### config.mk
export PLATFORM = sky130hd
export DESIGN_NAME = dp32_acc_flat
export DESIGN_NICKNAME = d
export VERILOG_FILES = /design/src/rtl/dp32_acc_if.sv /design/src/rtl/dp32_acc.sv /design/src/flat_wrapper.sv
export SDC_FILE = /design/constraint.sdc
export NUM_CORES = 1
export LEC_CHECK = 0
export CAP_MARGIN = 20
export CELL_PAD_IN_SITES_DETAIL_PLACEMENT = 1
export CELL_PAD_IN_SITES_GLOBAL_PLACEMENT = 2
export CORE_MARGIN = 3
export CORE_UTILIZATION = 31
export CTS_CLUSTER_SIZE = 8
export DETAILED_ROUTE_END_ITERATION = 16
export HOLD_SLACK_MARGIN = 0.05
export PLACE_DENSITY_LB_ADDON = 0.1
export SLEW_MARGIN = 20
export SYNTH_ARGS = -nofsm -noshare
export SYNTH_HDL_FRONTEND = slang
export SYNTH_SLANG_ARGS = --single-unit
### constraint.sdc
create_clock -name CLK -period 9.45 [get_ports CLK]
set_input_delay 1.89 -clock CLK [delete_from_list [all_inputs] [get_ports CLK]]
set_output_delay 1.89 -clock CLK [all_outputs]
set_load 0.05 [all_outputs]
### src/rtl/dp32_acc_if.sv
// dp32_acc bundle: dp32 result beats in, accumulated total out.
// Both sides use a valid/ready handshake.
interface dp32_acc_if #(
  parameter int ACC_W = 72,
  parameter int CNT_W = 9
);
  logic             in_valid;
  logic             in_ready;
  logic             in_last;
  logic [2:0]       mode;
  logic [63:0]      mul_int32;
  logic [32:0]      sum_int16;
  logic [17:0]      sum_int8;
  logic [10:0]      sum_int4;
  logic [7:0]       sum_int2;
  logic             out_valid;
  logic             out_ready;
  logic [ACC_W-1:0] out_sum;
  logic [CNT_W-1:0] out_count;
  logic             out_ovf;
  logic             out_err;

  modport master (
    output in_valid, in_last, mode,
    output mul_int32, sum_int16, sum_int8,
    output sum_int4, sum_int2, out_ready,
    input  in_ready, out_valid, out_sum,
    input  out_count, out_ovf, out_err
  );

  modport slave (
    input  in_valid, in_last, mode,
    input  mul_int32, sum_int16, sum_int8,
    input  sum_int4, sum_int2, out_ready,
    output in_ready, out_valid, out_sum,
    output out_count, out_ovf, out_err
  );
endinterface

### src/rtl/dp32_acc.sv
// dp32_acc: sums one zero-extended dp32 lane over a
// multi-beat vector and presents the total on a handshake.
module dp32_acc #(
  parameter int ACC_W = 72,
  parameter int CNT_W = 9
) (
  input  logic     CLK,
  input  logic     nrst,
  dp32_acc_if.slave bus
);

  typedef enum logic [1:0] {
    IDLE,
    ACC,
    HOLD
  } state_t;

  state_t           state;
  logic [2:0]       mode_r;
  logic [2:0]       sel;
  logic [ACC_W-1:0] acc_r;
  logic [ACC_W-1:0] lane;
  logic [ACC_W:0]   add;
  logic [CNT_W-1:0] cnt_r;
  logic             ovf_r;
  logic             err_r;
  logic             vld_r;

  // Mode is only honoured on the first beat.
  assign sel = (state == IDLE) ? bus.mode : mode_r;

  // Lane select; illegal modes contribute zero.
  always_comb begin
    lane = '0;
    unique case (1'b1)
      sel == 3'd0: lane = ACC_W'(bus.mul_int32);
      sel == 3'd1: lane = ACC_W'(bus.sum_int16);
      sel == 3'd2: lane = ACC_W'(bus.sum_int8);
      sel == 3'd3: lane = ACC_W'(bus.sum_int4);
      sel == 3'd4: lane = ACC_W'(bus.sum_int2);
      default:     lane = '0;
    endcase
  end

  // Extra top bit captures the carry out of ACC_W.
  always_comb begin
    add = {1'b0, acc_r} + {1'b0, lane};
  end

  // Vector FSM with accumulator and result registers.
  always_ff @(posedge CLK or negedge nrst) begin
    if (!nrst) begin
      state  <= IDLE;
      mode_r <= '0;
      acc_r  <= '0;
      cnt_r  <= '0;
      ovf_r  <= 1'b0;
      err_r  <= 1'b0;
      vld_r  <= 1'b0;
    end else begin
      unique case (state)
        IDLE: begin
          if (bus.in_valid) begin
            mode_r <= bus.mode;
            acc_r  <= lane;
            cnt_r  <= CNT_W'(1);
            ovf_r  <= 1'b0;
            err_r  <= (bus.mode > 3'd4);
            if (bus.in_last) begin
              state <= HOLD;
              vld_r <= 1'b1;
            end else begin
              state <= ACC;
            end
          end
        end
        ACC: begin
          if (bus.in_valid) begin
            acc_r <= add[ACC_W-1:0];
            ovf_r <= ovf_r | add[ACC_W];
            if (cnt_r != '1) begin
              cnt_r <= cnt_r + CNT_W'(1);
            end
            if (bus.in_last) begin
              state <= HOLD;
              vld_r <= 1'b1;
            end
          end
        end
        HOLD: begin
          if (bus.out_ready) begin
            state <= IDLE;
            vld_r <= 1'b0;
            acc_r <= '0;
            cnt_r <= '0;
            ovf_r <= 1'b0;
            err_r <= 1'b0;
          end
        end
        default: state <= IDLE;
      endcase
    end
  end

  assign bus.in_ready  = (state != HOLD);
  assign bus.out_valid = vld_r;
  assign bus.out_sum   = acc_r;
  assign bus.out_count = cnt_r;
  assign bus.out_ovf   = ovf_r;
  assign bus.out_err   = err_r;

endmodule

### src/flat_wrapper.sv
// flat-port wrapper written by rule: the top's interface ports become plain ports
module dp32_acc_flat 
#(
  parameter int ACC_W = 72,
  parameter int CNT_W = 9
)
  (CLK, nrst, bus_in_valid, bus_in_last, bus_mode, bus_mul_int32, bus_sum_int16, bus_sum_int8, bus_sum_int4, bus_sum_int2, bus_out_ready, bus_in_ready, bus_out_valid, bus_out_sum, bus_out_count, bus_out_ovf, bus_out_err);
  dp32_acc_if #(.ACC_W(ACC_W), .CNT_W(CNT_W)) bus_i ();
  input  logic CLK;
  input  logic nrst;
  input wire logic [$bits(bus_i.in_valid)-1:0] bus_in_valid;
  input wire logic [$bits(bus_i.in_last)-1:0] bus_in_last;
  input wire logic [$bits(bus_i.mode)-1:0] bus_mode;
  input wire logic [$bits(bus_i.mul_int32)-1:0] bus_mul_int32;
  input wire logic [$bits(bus_i.sum_int16)-1:0] bus_sum_int16;
  input wire logic [$bits(bus_i.sum_int8)-1:0] bus_sum_int8;
  input wire logic [$bits(bus_i.sum_int4)-1:0] bus_sum_int4;
  input wire logic [$bits(bus_i.sum_int2)-1:0] bus_sum_int2;
  input wire logic [$bits(bus_i.out_ready)-1:0] bus_out_ready;
  output wire logic [$bits(bus_i.in_ready)-1:0] bus_in_ready;
  output wire logic [$bits(bus_i.out_valid)-1:0] bus_out_valid;
  output wire logic [$bits(bus_i.out_sum)-1:0] bus_out_sum;
  output wire logic [$bits(bus_i.out_count)-1:0] bus_out_count;
  output wire logic [$bits(bus_i.out_ovf)-1:0] bus_out_ovf;
  output wire logic [$bits(bus_i.out_err)-1:0] bus_out_err;
  assign bus_i.in_valid = bus_in_valid;
  assign bus_i.in_last = bus_in_last;
  assign bus_i.mode = bus_mode;
  assign bus_i.mul_int32 = bus_mul_int32;
  assign bus_i.sum_int16 = bus_sum_int16;
  assign bus_i.sum_int8 = bus_sum_int8;
  assign bus_i.sum_int4 = bus_sum_int4;
  assign bus_i.sum_int2 = bus_sum_int2;
  assign bus_i.out_ready = bus_out_ready;
  assign bus_in_ready = bus_i.in_ready;
  assign bus_out_valid = bus_i.out_valid;
  assign bus_out_sum = bus_i.out_sum;
  assign bus_out_count = bus_i.out_count;
  assign bus_out_ovf = bus_i.out_ovf;
  assign bus_out_err = bus_i.out_err;
  dp32_acc #(.ACC_W(ACC_W), .CNT_W(CNT_W)) u_core (.CLK(CLK), .nrst(nrst), .bus(bus_i));
endmodule
# Word level (Yosys, flattened, before mapping)
# Index checks and enable logic that the tools add are counted.
word_totals:
  inputBits: 142
  register_bits: 89
  output_inout_bits: 85
op_classes:
  muxes: 26
  bitwise_logic: 1
  eq_ne: 15
  reduce_logical: 12
  n_addsub: 2
  n_lt_le_gt_ge: 1
op_table:
  columns: ["cell", "n"]
  rows:
  - ["64-bit case mux with 5 select lines", 1]
  - ["72-bit 2-to-1 mux", 3]
  - ["72-bit case mux with 3 select lines", 1]
  - ["72-bit by 64-bit adder with 73-bit output", 1]
  - ["9-bit 2-to-1 mux", 4]
  - ["9-bit case mux with 3 select lines", 1]
  - ["4-bit AND reduction", 3]
  - ["2-bit 2-to-1 mux", 5]
  - ["2-bit != test, second input constant", 5]
  - ["9-bit by 1-bit adder with 9-bit output, second input constant", 1]
  - ["9-bit != test, second input constant", 1]
  - ["3-bit by 2-bit == test with 1-bit output, second input constant", 2]
  - ["1-bit 2-to-1 mux", 6]
  - ["2-bit by 1-bit != test with 1-bit output, second input constant", 3]
  - ["2-bit case mux with 3 select lines", 1]
  - ["5-bit AND reduction", 1]
  - ["1-bit case mux with 2 select lines", 2]
  - ["2-bit nonzero test", 2]
  - ["3-bit by 1-bit == test with 1-bit output, second input constant", 1]
  - ["3-bit == test, second input constant", 1]
  - ["3-bit > comparator, second input constant", 1]
  - ["3-bit zero test", 1]
  - ["3-bit 2-to-1 mux", 1]
  - ["1-bit case mux with 3 select lines", 1]
  - ["8 further kinds", 8]

# Logic depth before layout (Yosys ltp)
logic_depth:
  depth_word: 8
  mapped_depth: 22
  depth_no_buf: 19

# Worst setup path before layout
# No wires, ideal clock.
synth_timing:
  path_type: "in2reg"
  startpoint: "input bus_mode[0]"
  endpoint: "register u_core.acc_r[39] (netlist: u_core.bus.out_sum[39])"
  path_slack_ns: 3.196
  n_path_buf: 1
  arrival_time_ns: 6.135
  required_time_ns: 9.331
  stages: 16
  path_cell_list: "mux2i_1 clkbuf_1 mux4_2 a21oi_1 inv_1 ha_1 a211o_1 a211oi_1 or3_1 a211oi_1 o21ai_0 a31oi_1 a21oi_1 xnor2_1 a221o_1 o21a_1"
synth_between:
  elab_chain_cells: 6
  elab_cells_between_ends: 11
synth_rtl:
  columns: ["element", "line_no", "source"]
  rows:
  - ["from (decl)", "flat_wrapper.sv:13", "input wire logic [$bits(bus_i.mode)-1:0] bus_mode;"]
  - ["3-bit 2-to-1 mux *", "dp32_acc.sv:30", "assign sel = (state == IDLE) ? bus.mode : mode_r;"]
  - ["3-bit == test, or another cell as far along", "dp32_acc.sv:40", "sel == 3'd4: lane = ACC_W'(bus.sum_int2);"]
  - ["64-bit case mux with 5 select lines *", "dp32_acc.sv:35", "unique case (1'b1)"]
  - ["72-bit by 64-bit adder with 73-bit output", "dp32_acc.sv:47", "add = {1'b0, acc_r} + {1'b0, lane};"]
  - ["72-bit 2-to-1 mux", "dp32_acc.sv:78", "if (bus.in_valid) begin"]
  - ["72-bit case mux with 3 select lines *", "dp32_acc.sv:61", "unique case (state)"]
  - ["to (signal assigned)", "dp32_acc.sv:65", "acc_r <= lane;"]
  - ["to (signal assigned)", "dp32_acc.sv:79", "acc_r <= add[ACC_W-1:0];"]
  - ["to (decl)", "dp32_acc.sv:21", "logic [ACC_W-1:0] acc_r;"]
# Mark *: on every way between the ends. The rest lies on a longest branch, timed or not. The select of a mux whose other input is x is not followed.
# A chain may end at the register's enable or synchronous reset.

# Worst setup path in the final report
layout_timing:
  startpoint: "input bus_mode[1]"
  endpoint: "register u_core.acc_r[69] (netlist: u_core.bus.out_sum[69])"
layout_between:
  elab_chain_cells: 6
  elab_cells_between_ends: 10
layout_rtl:
  columns: ["element", "line_no"]
  rows:
  - ["3-bit 2-to-1 mux *", "dp32_acc.sv:30"]
  - ["3-bit == test, or another cell as far along", "dp32_acc.sv:40"]
  - ["64-bit case mux with 5 select lines *", "dp32_acc.sv:35"]
  - ["72-bit by 64-bit adder with 73-bit output *", "dp32_acc.sv:47"]
  - ["72-bit 2-to-1 mux *", "dp32_acc.sv:78"]
  - ["72-bit case mux with 3 select lines *", "dp32_acc.sv:61"]
# Marks and branches as above.

==> report_table.html <==
<table>
<tr><th>Metric</th><th>Value</th></tr>
<tr><th colspan="2">Clock network</th></tr>
<tr><td>H-tree levels</td><td>3</td></tr>
<tr><td>Post-CTS Setup Bufs</td><td>0</td></tr>
<tr><td>Clk root buf</td><td>clkbuf_16</td></tr>
<tr><td>Clock-pin slew of the registers on the worst-case setup and hold paths</td><td>0.08 ns</td></tr>
<tr><td>CTS tree</td><td>done</td></tr>
<tr><td>Count of hold-fix buffers inserted at cts</td><td>0</td></tr>
<tr><td>Latest clock arrival within the worst-skew pair</td><td>0.37 ns</td></tr>
<tr><td>TritonCTS Buffers</td><td>9</td></tr>
<tr><td>Number of gates resized after cts</td><td>0</td></tr>
<tr><td>Buffer levels on the longest clock path</td><td>2</td></tr>
<tr><td>Number of clock sinks</td><td>89</td></tr>
<tr><th colspan="2">Setup path</th></tr>
<tr><td>Largest fanout on the critical path</td><td>16</td></tr>
<tr><td>Crit path arrival time</td><td>7.27 ns</td></tr>
<tr><td>Count of buffer and inverter cells on the critical path</td><td>1</td></tr>
<tr><td>Startpoint types</td><td>input pin</td></tr>
<tr><td>Dominant delay contributor by cell family on the critical path</td><td>compound AO/OA/AOI/OAI gates</td></tr>
<tr><td>Crit path required time</td><td>9.69 ns</td></tr>
<tr><td>CP max-delay cell</td><td>mux2i_2</td></tr>
<tr><td>Endpoint type of the worst setup path</td><td>register</td></tr>
<tr><td>Start-to-end type of the worst setup path</td><td>in2reg</td></tr>
<tr><td>Cell chain of the critical path</td><td>clkdlybuf4s50_1 &gt; mux2i_2 &gt; nand2_1 &gt; a21oi_1 &gt; ha_1 &gt; and3_1 &gt; o21a_1 &gt; a2111oi_0 &gt; o211ai_2 &gt; and3_1 &gt; o21ai_1 &gt; nand2_1 &gt; a31o_2 &gt; and3_1 &gt; a211o_1</td></tr>
<tr><td>Most common cell type on the critical path</td><td>and3_1</td></tr>
<tr><td>Maximum single-stage delay on the critical path</td><td>0.72 ns</td></tr>
<tr><th colspan="2">Routing</th></tr>
<tr><td>DRC violation count after routing</td><td>0</td></tr>
<tr><td>Vias</td><td>9,709</td></tr>
<tr><td>Avg WL per Cell</td><td>20.59 um</td></tr>
<tr><td>Antenna Violating Nets Remaining</td><td>0</td></tr>
<tr><td>Sum of routed wire length over all layers</td><td>36.33 mm</td></tr>
<tr><td>Iter 0 DRT Violations</td><td>510</td></tr>
<tr><td>Vias per Instance</td><td>5.504</td></tr>
<tr><td>Initial DRT Pass Iterations</td><td>5</td></tr>
<tr><th colspan="2">Placement</th></tr>
<tr><td>Placed standard-cell area</td><td>11,710 sq um</td></tr>
<tr><td>Weighted congestion at the end of routability-driven global placement</td><td>0.7913</td></tr>
<tr><td>Port Buffers</td><td>226</td></tr>
<tr><td>Setup slack at placement</td><td>2.062 ns</td></tr>
<tr><td>Detailed Place HPWL</td><td>27.34 mm</td></tr>
<tr><th colspan="2">STA</th></tr>
<tr><td>Hold Fails Final Rpt</td><td>0</td></tr>
<tr><td>Final period util</td><td>74.32%</td></tr>
<tr><td>Final-layout setup total negative slack</td><td>0 ns</td></tr>
<tr><td>Max Clock Freq</td><td>142.4 MHz</td></tr>
<tr><td>Unrepaired setup endpoints after global routing</td><td>false</td></tr>
<tr><td>Post-layout worst setup margin</td><td>2.427 ns</td></tr>
<tr><td>Slew Viols, Final</td><td>0</td></tr>
<tr><td>Worst hold slack after final layout</td><td>0.5086 ns</td></tr>
<tr><td>Minimum clock period</td><td>7.023 ns</td></tr>
<tr><td>Worst Max-Slew Pin Slew</td><td>0.9186 ns</td></tr>
<tr><td>Normalized max-slew margin</td><td>38.76%</td></tr>
<tr><td>Number of failing setup endpoints in the final timing report</td><td>0</td></tr>
<tr><td>Worst-case clock skew</td><td>0.01602 ns</td></tr>
<tr><th colspan="2">Power and ir drop</th></tr>
<tr><td>Power per standard cell area</td><td>346.6 nW/um^2</td></tr>
<tr><td>Total design power</td><td>4.160 mW</td></tr>
<tr><td>Leakage dissipation</td><td>5.137 nW</td></tr>
<tr><td>Worst supply voltage drop on vdd</td><td>151.3 uV</td></tr>
<tr><th colspan="2">Synth</th></tr>
<tr><td>Main area contributors after synthesis</td><td>dfrtp_1 24%, ha_1 9.6%, a21oi_1 7.4%</td></tr>
<tr><td>Average instance area after synthesis</td><td>7.629 sq um</td></tr>
<tr><td>Count of mapped cells out of synthesis</td><td>1,193</td></tr>
<tr><td>Share of flip-flops with an asynchronous set or reset after synthesis</td><td>100.0%</td></tr>
<tr><td>Sequential element share of the synthesized area</td><td>24.47%</td></tr>
<tr><td>Yosys top cell area share</td><td>24.47%</td></tr>
<tr><td>Net count after synthesis</td><td>1,406</td></tr>
<tr><td>Total of warnings raised by yosys</td><td>0</td></tr>
<tr><td>Cell type with the largest total area after synthesis</td><td>dfrtp_1</td></tr>
<tr><td>Flops &amp; latches, synth</td><td>89</td></tr>
<tr><td>Mapped cell area</td><td>9101 sq um</td></tr>
<tr><td>Number of flops mapped to enable cells by yosys</td><td>0</td></tr>
<tr><td>Synth unique cells</td><td>72</td></tr>
<tr><td>Predominant post-synthesis flop cell</td><td>dfrtp_1</td></tr>
<tr><td>Count leader, synth</td><td>nand2_1</td></tr>
<tr><td>Synth cell count leaders</td><td>163 x nand2_1, 134 x a21oi_1, 118 x nor2_1</td></tr>
<tr><th colspan="2">Final layout</th></tr>
<tr><td>Proportion of layout cells with a drive suffix above 1</td><td>5.290%</td></tr>
<tr><td>Combined area of the multi-input logic cells</td><td>6576 sq um</td></tr>
<tr><td>NumNets Final</td><td>1,588</td></tr>
<tr><td>Count of fill cells added during filler insertion</td><td>3,480</td></tr>
<tr><td>Diodes inserted</td><td>0</td></tr>
<tr><td>Layout overhead on the synthesized area</td><td>31.87%</td></tr>
<tr><td>Area of all sequential standard cells</td><td>2227 sq um</td></tr>
<tr><td>Design area</td><td>12,000 sq um</td></tr>
<tr><th colspan="2">Global routing</th></tr>
<tr><td>First-pass GRT wire length</td><td>57.55 mm</td></tr>
<tr><td>Via count of the first global-routing pass</td><td>9,975</td></tr>
<tr><td>Antenna violations before repair</td><td>0</td></tr>
<tr><td>GR Overflow Total</td><td>0</td></tr>
<tr><td>Gr usage total</td><td>22.82%</td></tr>
<tr><td>Largest net degree at the start of global routing</td><td>74</td></tr>
<tr><th colspan="2">Floorplan</th></tr>
<tr><td>Die X</td><td>177.3 um</td></tr>
<tr><td>Die extent in y</td><td>177.3 um</td></tr>
<tr><td>Core Footprint</td><td>28,860 sq um</td></tr>
<tr><td>Starting Density</td><td>31.54%</td></tr>
<tr><td>Area of the die</td><td>31,450 sq um</td></tr>
<tr><td>Number of primary I/O pins</td><td>227</td></tr>
<tr><td>Std-Cell Rows</td><td>62</td></tr>
<tr><th colspan="2">Run status</th></tr>
<tr><td>Status</td><td>completed</td></tr>
<tr><th colspan="2">Min path</th></tr>
<tr><td>Path category of the worst min-delay check</td><td>reg2reg</td></tr>
<tr><th colspan="2">Run</th></tr>
<tr><td>Number of maximum-capacitance constraint violations</td><td>0</td></tr>
</table>
flip-flops by register name, indices dropped and copies added, names as in the netlist:
signal,count
u_core.bus.out_count,9
u_core.bus.out_err,1
u_core.bus.out_ovf,1
u_core.bus.out_sum,72
u_core.bus.out_valid,1
u_core.mode_r,3
u_core.state,2
cell families after synthesis:
kind of cell / Yosys count / share of synthesized area (%)
AND/OR/NAND/NOR: 442 / 22.52
AO/OA/AOI/OAI: 423 / 29.68
flip-flops: 89 / 24.47
buffers and inverters: 87 / 3.643
adder cells (fa/ha/maj): 71 / 9.843
XOR/XNOR: 54 / 5.197
multiplexers: 27 / 4.647
worst paths after layout:
check	from	to	slack, ns	depth (start not counted)
setup / recovery	bus_mode[1]	u_core.bus.out_sum[69]	2.43	15
hold / removal	u_core.bus.out_count[8]	u_core.bus.out_count[8]	0.51	2
setup reg to reg	u_core.state[1]	u_core.bus.out_sum[69]	3.24	16
hold reg to reg	u_core.bus.out_count[8]	u_core.bus.out_count[8]	0.51	2
max in group asynchronous	nrst	u_core.bus.out_sum[43]	6.75	2
min in group asynchronous	nrst	u_core.bus.out_sum[3]	1.44	1
area by class of cell:
cell class | instances | area share (%)
Multi-Input combinational cell | 1017 | 54.80
Timing Repair Buffer | 237 | 19.52
Sequential cell | 89 | 18.56
Tap cell | 384 | 4.003
Clock buffer | 9 | 1.877
Inverter | 21 | 0.6568
Clock inverter | 7 | 0.5942
routing by layer:
layer  wire [um]  track usage (%)  vias up
li1            -                -     4739
met1       17500            32.09     4723
met2       16610            37.58      219
met4         480            4.352        0
met5           0                0        -
met3        1739            3.188       28
layout by cell type (no fill, tap or decap), types with 12 or more instances in the layout:
cell,n
a211oi_1,13
a21o_1,35
a21oi_1,134
a221o_1,13
a221oi_1,18
a31oi_1,16
and2_1,41
and3_1,16
buf_4,12
clkdlybuf4s50_1,225
dfrtp_1,89
ha_1,70
inv_1,20
mux2_2,12
nand2_1,163
nand3_1,25
nand4_1,21
nor2_1,115
nor3_1,21
o21a_1,20
o21ai_0,94
o21bai_1,12
xnor2_1,25
xor2_1,29
stage by stage:
| step | instances | utilization, % |
|---|---|---|
| detailed placement | 1748 | 40.56 |
| finish | 1764 | 41.59 |
| global placement | 1748 | 40.55 |
| floorplan | 1193 | - |
| global route | 1764 | 41.59 |
| CTS | 1764 | 41.59 |
worst register-to-register path, stage by stage, from the launching register on:
cell,delay (ns)
dfrtp_1,0.42
inv_1,0.13
ha_1,0.53
mux2i_2,0.82
nand2_1,0.65
a21oi_1,0.51
ha_1,0.40
and3_1,0.20
o21a_1,0.17
a2111oi_0,0.46
o211ai_2,0.33
and3_1,0.31
o21ai_1,0.27
nand2_1,0.16
a31o_2,0.33
and3_1,0.17
a211o_1,0.22
power breakdown:
part	internal (mW)	total, mW	switching, mW
Clock	0.187	0.385	0.197
Sequential	0.525	0.663	0.137
Combinational	1.11	3.11	2.01
(Power assumes the default switching activity.)
